`config.mk`:
```
export PLATFORM = sky130hd
export DESIGN_NAME = de2_io_controller
export DESIGN_NICKNAME = d
export VERILOG_FILES = /design/src/rtl/de2_io_pkg.sv /design/src/rtl/key_debounce.sv /design/src/rtl/de2_io_controller.sv
export SDC_FILE = /design/constraint.sdc
export NUM_CORES = 1
export LEC_CHECK = 0
export BUFFER_PORTS_ARGS = -buffer_cell sky130_fd_sc_hd__buf_2
export CORE_ASPECT_RATIO = 1.1
export CORE_UTILIZATION = 50
export DETAILED_ROUTE_END_ITERATION = 6
export GPL_ROUTABILITY_DRIVEN = 0
export GPL_TIMING_DRIVEN = 0
export PLACE_DENSITY = 0.71
export SLEW_MARGIN = 5
export SYNTH_ARGS = -nofsm -noshare
export SYNTH_HDL_FRONTEND = slang
export SYNTH_HIERARCHICAL = 1
export SYNTH_SLANG_ARGS = --single-unit
```
`constraint.sdc`:
```
create_clock -name CLOCK_50 -period 4.6 [get_ports CLOCK_50]
set_input_delay 0.92 -clock CLOCK_50 [delete_from_list [all_inputs] [get_ports CLOCK_50]]
set_output_delay 0.92 -clock CLOCK_50 [all_outputs]
set_load 0.02 [all_outputs]
```
`src/rtl/de2_io_pkg.sv`:
```
`default_nettype none
// ============================================================================
// Module      : de2_io_pkg
// Description : Shared types and constants for the DE2 board I/O controller.
// Revision    : 1.0 - initial release
// ============================================================================
package de2_io_pkg;

  localparam int DATA_W_DEFAULT = 16;

  typedef enum logic [0:0] {
    IDLE = 1'b0,
    HOLD = 1'b1
  } sw_state_t;

  localparam int KEY_SW  = 0;
  localparam int KEY_OUT = 1;

endpackage
`default_nettype wire

```
`src/rtl/key_debounce.sv`:
```
`default_nettype none
// ============================================================================
// Module      : key_debounce
// Description : Synchronizes and debounces one active-low button and emits a
//               one-clock pulse on each debounced press.
// Revision    : 1.0 - initial release
// ============================================================================
module key_debounce #(
  parameter int DEBOUNCE_CYCLES = 250
) (
  input  logic clk,
  input  logic rst_n,
  input  logic i_key_n,
  output logic o_press
);

  localparam int CNT_W = $clog2(DEBOUNCE_CYCLES + 1);

  logic             r_sync1;
  logic             r_sync2;
  logic             r_level;
  logic             r_press;
  logic [CNT_W-1:0] r_cnt;

  // Level only flips on the edge after DEBOUNCE_CYCLES full clocks of disagreement.
  always_ff @(posedge clk or negedge rst_n) begin
    if (!rst_n) begin
      r_sync1 <= 1'b1;
      r_sync2 <= 1'b1;
      r_level <= 1'b1;
      r_press <= 1'b0;
      r_cnt   <= '0;
    end else begin
      r_sync1 <= i_key_n;
      r_sync2 <= r_sync1;
      r_press <= 1'b0;
      if (r_sync2 == r_level) begin
        r_cnt <= '0;
      end else if (r_cnt == CNT_W'(DEBOUNCE_CYCLES)) begin
        r_level <= r_sync2;
        r_cnt   <= '0;
        r_press <= ~r_sync2;
      end else begin
        r_cnt <= r_cnt + CNT_W'(1);
      end
    end
  end

  assign o_press = r_press;

endmodule
`default_nettype wire

```
`src/rtl/de2_io_controller.sv`:
```
`default_nettype none
// ============================================================================
// Module      : de2_io_controller
// Description : DE2 push-button/switch endpoint: SW word handoff to the
//               processor and output FIFO feeding the LEDR/HEX display.
// Revision    : 1.0 - initial release
// ============================================================================
module de2_io_controller
  import de2_io_pkg::*;
#(
  parameter int DATA_W          = DATA_W_DEFAULT,
  parameter int DEBOUNCE_CYCLES = 250,
  parameter int OUT_DEPTH       = 4
) (
  input  logic                           CLOCK_50,
  input  logic                           nReset,
  input  logic [DATA_W-1:0]              SW,
  input  logic [1:0]                     KEY,
  output logic [DATA_W-1:0]              in_data,
  output logic                           in_valid,
  input  logic                           in_ready,
  input  logic [DATA_W-1:0]              out_data,
  input  logic                           out_valid,
  output logic                           out_ready,
  output logic [DATA_W-1:0]              disp_data,
  output logic [$clog2(OUT_DEPTH+1)-1:0] fifo_count,
  output logic                           sw_overrun
);

  localparam int PTR_W = $clog2(OUT_DEPTH);
  localparam int CNT_W = $clog2(OUT_DEPTH + 1);

  logic w_sw_press;
  logic w_out_press;

  key_debounce #(.DEBOUNCE_CYCLES(DEBOUNCE_CYCLES)) u_key_sw (
    .clk     (CLOCK_50),
    .rst_n   (nReset),
    .i_key_n (KEY[KEY_SW]),
    .o_press (w_sw_press)
  );

  key_debounce #(.DEBOUNCE_CYCLES(DEBOUNCE_CYCLES)) u_key_out (
    .clk     (CLOCK_50),
    .rst_n   (nReset),
    .i_key_n (KEY[KEY_OUT]),
    .o_press (w_out_press)
  );

  // ---------------------------------------------------------------- SW path
  sw_state_t         r_state;
  logic [DATA_W-1:0] r_in_data;
  logic              r_in_valid;
  logic              r_overrun;

  // Any press outside IDLE, including the handshake cycle itself, is dropped.
  always_ff @(posedge CLOCK_50 or negedge nReset) begin
    if (!nReset) begin
      r_state    <= IDLE;
      r_in_data  <= '0;
      r_in_valid <= 1'b0;
      r_overrun  <= 1'b0;
    end else begin
      case (r_state)
        IDLE: begin
          if (w_sw_press) begin
            r_in_data  <= SW;
            r_in_valid <= 1'b1;
            r_state    <= HOLD;
          end
        end
        HOLD: begin
          if (w_sw_press) r_overrun <= 1'b1;
          if (in_ready) begin
            r_in_valid <= 1'b0;
            r_state    <= IDLE;
          end
        end
        default: r_state <= IDLE;
      endcase
    end
  end

  assign in_data    = r_in_data;
  assign in_valid   = r_in_valid;
  assign sw_overrun = r_overrun;

  // --------------------------------------------------------------- OUT path
  logic [DATA_W-1:0] r_mem [OUT_DEPTH];
  logic [PTR_W-1:0]  r_wr_ptr;
  logic [PTR_W-1:0]  r_rd_ptr;
  logic [CNT_W-1:0]  r_count;
  logic              r_out_ready;
  logic [DATA_W-1:0] r_disp;
  logic              w_push;
  logic              w_pop;
  logic [CNT_W-1:0]  w_count_next;

  // Pop qualifies on the pre-push count, so it never sees a same-cycle push.
  assign w_push = out_valid && r_out_ready;
  assign w_pop  = w_out_press && (r_count != '0);

  always_comb begin
    w_count_next = r_count;
    case ({w_push, w_pop})
      2'b10:   w_count_next = r_count + CNT_W'(1);
      2'b01:   w_count_next = r_count - CNT_W'(1);
      default: w_count_next = r_count;
    endcase
  end

  always_ff @(posedge CLOCK_50) begin
    if (w_push) r_mem[r_wr_ptr] <= out_data;
  end

  always_ff @(posedge CLOCK_50 or negedge nReset) begin
    if (!nReset) begin
      r_wr_ptr    <= '0;
      r_rd_ptr    <= '0;
      r_count     <= '0;
      r_out_ready <= 1'b1;
      r_disp      <= '0;
    end else begin
      if (w_push) r_wr_ptr <= r_wr_ptr + PTR_W'(1);
      if (w_pop) begin
        r_rd_ptr <= r_rd_ptr + PTR_W'(1);
        r_disp   <= r_mem[r_rd_ptr];
      end
      r_count     <= w_count_next;
      r_out_ready <= (w_count_next != CNT_W'(OUT_DEPTH));
    end
  end

  assign out_ready  = r_out_ready;
  assign disp_data  = r_disp;
  assign fifo_count = r_count;

endmodule
`default_nettype wire
```
# After elaboration in Yosys (flattened, before gate mapping)

Memories as Yosys holds them, arrays and structs flattened. A register that Yosys moved wholly into a read port is not among the register bits.
Cells that the tools add are included.

ROM bits: 0
Output and inout bits: 38
RAM bits: 64
Memories kept: 1
Register bits: 51
Latch bits: 0
Word-level logic and storage cells: 65
Input bits: 38

Bitwise operators: 5
Multipliers: 0
Divide/modulo/power cells: 0
Shift-type cells: 0
Reductions and logical operators: 9
Muxes and demuxes: 17
Add/sub/neg operators: 6
Magnitude comparators: 0
Equality and inequality tests: 9

Memory list:

| name  | words | width | rd ports | clocked after Yosys merged registers in | write ports | RTL line                | text |
|---|---|---|---|---|---|---|---|
| r_mem | 4     | 16    | 1        | 1                                       | 1           | de2_io_controller.sv:89 | `logic [DATA_W-1:0] r_mem [OUT_DEPTH];` |

Operator list:

| operator                                                           | number |
|---|---|
| 8-bit 2-to-1 mux                                                   | 4 |
| 8-bit by 1-bit adder with 8-bit output, second input constant      | 2 |
| 8-bit == test, second input constant                               | 2 |
| 1-bit 2-to-1 mux                                                   | 10 |
| 2-bit AND reduction                                                | 5 |
| 3-bit case mux with 2 select lines                                 | 1 |
| 1-bit inverter                                                     | 5 |
| 2-bit by 1-bit adder with 2-bit output, second input constant      | 2 |
| 1-bit case mux with 2 select lines                                 | 2 |
| 3-bit by 1-bit adder with 3-bit output, second input constant      | 1 |
| 3-bit != test, second input constant                               | 1 |
| 3-bit nonzero test                                                 | 1 |
| 3-bit by 1-bit subtractor with 3-bit output, second input constant | 1 |
| 1-bit == test                                                      | 2 |
| 2-bit by 1-bit == test with 1-bit output, second input constant    | 1 |
| 2-bit == test, second input constant                               | 1 |
| 1-bit logical AND                                                  | 2 |
| 2-bit by 1-bit != test with 1-bit output, second input constant    | 1 |
| 2-bit != test, second input constant                               | 1 |
| 1-bit zero test                                                    | 1 |

# Longest topological paths before layout

Word-level depth: 5
Mapped depth: 9
Gate-level depth less buffers: 8

# Hierarchy

Netlist, hierarchy kept.

Modules (own cells, without submodules):

| module            | cells each | times used | area an instance (µm²) | sequential area each (µm²) |
|---|---|---|---|---|
| de2_io_controller | 232        | 1          | 4,103.9                | 2,999.1 |
| key_debounce      | 47         | 2          | 533.0                  | 304.0 |

# Worst setup path before layout

No wires, ideal clock.

Path type: in2reg
From: in out_valid
To: reg r_out_ready, in the netlist out_ready
Setup time: 0.082 ns
Stages on the path: 7
Path buffers: 0
Required time: 4.518 ns
Arrival time: 2.370 ns
Path slack: 2.148 ns
Path through: nand2_1 -> ha_1 -> inv_1 -> fa_1 -> xor2_1 -> or3_1 -> a211o_1

Word-level cells in the longest chain between the ends: 4
Elaborated cells on any way between the ends: 5
Classes of those cells: eq/ne: 3; mux: 1; reduce/logical: 1

Ends and longest elaborated chain:

| element                                                                   | RTL line                 | text |
|---|---|---|
| start, declared                                                           | de2_io_controller.sv:23  | `input logic out_valid,` |
| 1-bit logical AND *                                                       | de2_io_controller.sv:100 | `assign w_push = out_valid && r_out_ready;` |
| 2-bit by 1-bit == test with 1-bit output or 2-bit == test (tied branches) | de2_io_controller.sv:105 | `case ({w_push, w_pop})` |
| 3-bit case mux with 2 select lines *                                      | de2_io_controller.sv:105 |  |
| 3-bit != test *                                                           | de2_io_controller.sv:130 | `r_out_ready <= (w_count_next != CNT_W'(OUT_DEPTH));` |
| end signal, assigned                                                      | de2_io_controller.sv:130 |  |
| end, declared                                                             | de2_io_controller.sv:93  | `logic r_out_ready;` |

Every way passes the cells marked *; elsewhere a longest branch is shown, timed or not.
A chain may end at the register's enable or synchronous reset.

# Worst setup path after layout

From: reg r_count[0], in the netlist fifo_count[0]
To: reg r_out_ready, in the netlist out_ready

Word-level cells in the longest chain between the ends: 5
Elaborated cells on any way between the ends: 8
Classes of those cells: add/sub: 2; eq/ne: 3; mux: 1; reduce/logical: 2

Ends and longest elaborated chain:

| element                                                                   | RTL line                 | text |
|---|---|---|
| start, declared                                                           | de2_io_controller.sv:92  | `logic [CNT_W-1:0] r_count;` |
| start signal, assigned                                                    | de2_io_controller.sv:129 | `r_count <= w_count_next;` |
| 3-bit nonzero test *                                                      | de2_io_controller.sv:101 | `assign w_pop = w_out_press && (r_count != '0);` |
| 1-bit logical AND *                                                       | de2_io_controller.sv:101 |  |
| named net w_pop                                                           | de2_io_controller.sv:96  | `logic w_pop;` |
| 2-bit by 1-bit == test with 1-bit output or 2-bit == test (tied branches) | de2_io_controller.sv:105 |  |
| 3-bit case mux with 2 select lines *                                      | de2_io_controller.sv:105 |  |
| 3-bit != test *                                                           | de2_io_controller.sv:130 |  |

Mark *: on every way through the listed nets, which the timed path passes. The rest lies on a longest branch.

==> flow_metrics.tcl <==
set metrics [dict create \
    status "finished, final reports clean" \
    clockBufferDepth 2 \
    track_usage_pct 17.6 \
    placed_cell_area_mm2 0.00570 \
    cts_root_buf "clkbuf_8" \
    cts_buffers 17 \
    slew_headroom_pct 41.0 \
    clkLatencyLatePin_ps 510 \
    ant_nets 0 \
    finalHoldViolations 0 \
    n_antenna_cell 0 \
    rsz0062_at_grt "no" \
    finalCritPeriodShare_pct 54.6 \
    cts-htree-levels 4 \
    postCtsResizedCells 0 \
    fp.dieH_um 109 \
    grt_pass1_wl_um 13900 \
    maxCapViolations 0 \
    synth_area_mm2 0.00517 \
    wirelength_um 8560 \
    crit_path_start_kind "flop" \
    synth_seq_area_share_pct 69.8 \
    area_growth_syn_to_layout_pct 22.8 \
    die_area_mm2 0.0108 \
    grt_start_max_net_pins 68 \
    tightestPinTransition_ps 884 \
    reg2reg_to "out_ready" \
    remaining_drc_errors 0 \
    grt_pass1_vias 2969 \
    clkTransAtPathRegs_ps 60 \
    setup.worst_path.end "out_ready" \
    dr.first_iter.drc_count 120 \
    final_nets 468 \
    p_sw_mw 0.732 \
    power.density_mw_per_mm2 510 \
    io_buffers 75 \
    crit_path_start "fifo_count[0]" \
    post_cts_buffers 0 \
    ys_types 38 \
    cp.required_ps 5040 \
    via_count 2860 \
    first_pass_iters 4 \
    regToRegStartpoint "fifo_count[0]" \
    power_frac_clock_pct 45.1 \
    io_pins 76 \
    swShare_pct 22.6 \
    critPathKind "reg2reg" \
    seqPwrFrac_pct 45.7 \
    initial_core_util_pct 52.0 \
    cellInternalPower_mw 2.50 \
    cp_max_fo 10 \
    cts_tree "built" \
    wl_per_cell_um 15.5 \
    setup_violations 0 \
    pwr-share-comb_pct 9.2 \
    clock_skew_ps 5.83 \
    synth_cells 326 \
    reg2reg_slack_ps 2090 \
    reg2reg_depth 9 \
    fin_tns_setup_ps 0 \
    cts_hold_buf 0 \
    globalRouteOverflowTotal 0 \
    dp_hpwl_um 5600 \
    design_area_mm2 0.00635 \
    syn-num-nets 374 \
    ys_warn_count 6 \
    p_leak_nw 2.81 \
    design.core.area_mm2 0.00994 \
    vdd_drop_max_mv 0.298 \
    slew_viol_final 0 \
    end_kind "flop" \
    fmax_ghz 0.398 \
    period_minus_slack_ps 2510 \
    cp.arrival_ps 2950 \
    viasPerCell 5.17 \
    die_w_um 99.0 \
    numClockSinks 131 \
    min_path_type "reg2reg" \
    rows 38 \
    antenna_found_initial 0 \
    syn_area_per_cell_um2 15.9 \
    drive_above_1_share_pct 35.3 \
    synth_seq_cells 131 \
]
-- how the worst min path moves through the flow --
stage | cells past startpoint | end | startpoint
finish | 0 | u_key_out/r_sync2 | u_key_out/r_sync1
global route | 0 | u_key_out/r_sync2 | u_key_out/r_sync1
CTS | 0 | u_key_out/r_sync2 | u_key_out/r_sync1
detailed placement | 0 | u_key_sw/r_sync2 | u_key_sw/r_sync1
global placement | 0 | u_key_sw/r_sync2 | u_key_sw/r_sync1
floorplan | 0 | u_key_out/r_sync2 | u_key_out/r_sync1
-- final cells by class --
type	count	area, µm²
buffer	8	70.1
sequential	131	3610
clock inverter	15	236
multi-input combinational	178	1460
clock buffer	17	414
fill	731	3590
tap	120	150
inverter	9	33.8
timing repair buffer	75	378
-- cell usage after synthesis --
library cell	count	area [µm²]
mux4_1	8	210
or3_1	5	31.3
dfstp_2	7	184
nand2b_1	4	25.0
mux2_2	19	214
nand4_2	2	25.0
a21oi_1	5	25.0
nor2_1	14	52.6
buf_2	4	20.0
nor2b_1	1	6.26
mux2i_1	1	10.0
o31ai_4	1	21.3
o21ai_0	3	15.0
nand3_1	6	30.0
buf_6	2	22.5
dfrtp_1	60	1500
nand3b_1	2	15.0
buf_4	1	7.51
ha_1	9	113
nor4b_1	2	17.5
a21o_1	1	7.51
buf_12	1	20.0
xnor2_1	8	70.1
and3_1	4	25.0
inv_1	8	30.0
o21bai_1	2	15.0
or4_1	2	15.0
mux4_2	8	180
a211o_1	1	8.76
o22ai_1	1	6.26
inv_2	1	3.75
edfxtp_1	64	1920
nand2_1	57	214
fa_1	1	20.0
o21ai_1	2	10.0
xor2_1	5	43.8
nand3_2	2	20.0
a31oi_1	2	12.5
-- sequential cells by signal, indices dropped and copies added, names as in the netlist --
name,cells
u_key_sw/r_sync2,1
u_key_sw/r_cnt,8
u_key_out/o_press,1
r_state,1
disp_data,16
u_key_sw/r_level,1
u_key_out/r_cnt,8
u_key_out/r_level,1
r_wr_ptr,2
sw_overrun,1
in_data,16
r_rd_ptr,2
in_valid,1
r_mem,64
out_ready,1
u_key_sw/r_sync1,1
u_key_out/r_sync1,1
u_key_sw/o_press,1
fifo_count,3
u_key_out/r_sync2,1
-- layer usage --
metal / vias up / wire (µm) / track usage [%] / share of wire (%)
li1: 1367 / - / - / -
met1: 1412 / 3590 / 19.9 / 42
met2: 66 / 4460 / 30.7 / 52
met3: 15 / 358 / 5.06 / 4.2
met4: 0 / 155 / 9.06 / 1.8
met5: - / 0 / 0 / 0
-- cell families (layout without fill, tap and decap cells) --
group | after synthesis | after routing | share of synthesized area, %
buffers and inverters | 17 | 124 | 2.01
and+or+nand+nor | 101 | 101 | 9.22
xor gates and xnor gates | 13 | 13 | 2.20
muxes | 36 | 36 | 11.9
AOI/OAI and AO/OA | 18 | 18 | 2.35
adders and majority gates | 10 | 10 | 2.57
DFF | 131 | 131 | 69.8
-- worst max-delay path: stages (launching register included) --
cell	delay [ps]
dfrtp_1	440
o31ai_4	470
inv_2	180
buf_6	190
ha_1	200
inv_1	70
fa_1	180
xor2_1	80
or3_1	330
a211o_1	300
-- per-stage QoR --
stage | utilization (%) | total power [mW] | hold slack (ps) | cells | setup WS, ps
finish | 63.9 | 3.23 | 356 | 553 | 2090
global route | 63.9 | 3.35 | 362 | 553 | 1900
floorplan | - | 1.67 | 345 | 326 | 2150
CTS | 63.9 | 3.28 | 357 | 553 | 2050
detailed placement | 57.3 | 1.80 | 347 | 521 | 1920
global placement | 57.3 | 1.78 | 347 | 521 | 1950
-- power groups by stage --
stage                     Clock (mW)  Sequential (mW)  Combinational (mW)
final                           1.46             1.48               0.298
after global routing            1.53             1.49               0.333
after CTS                       1.49             1.48               0.305
after detailed placement           0             1.50               0.304
after global placement             0             1.49               0.294
after floorplan                    0             1.50               0.170
-- placed cells by master (no fill, tap or decap), drive strengths merged, types with 6 or more instances in the layout --
cell type	n
mux2	19
dfstp	7
buf	83
clkbuf	17
edfxtp	64
mux4	16
dfrtp	60
ha	9
nor2	14
xnor2	8
inv	10
nand2	57
nand3	8
bufinv	6
Power figures use the tool's default switching activity.
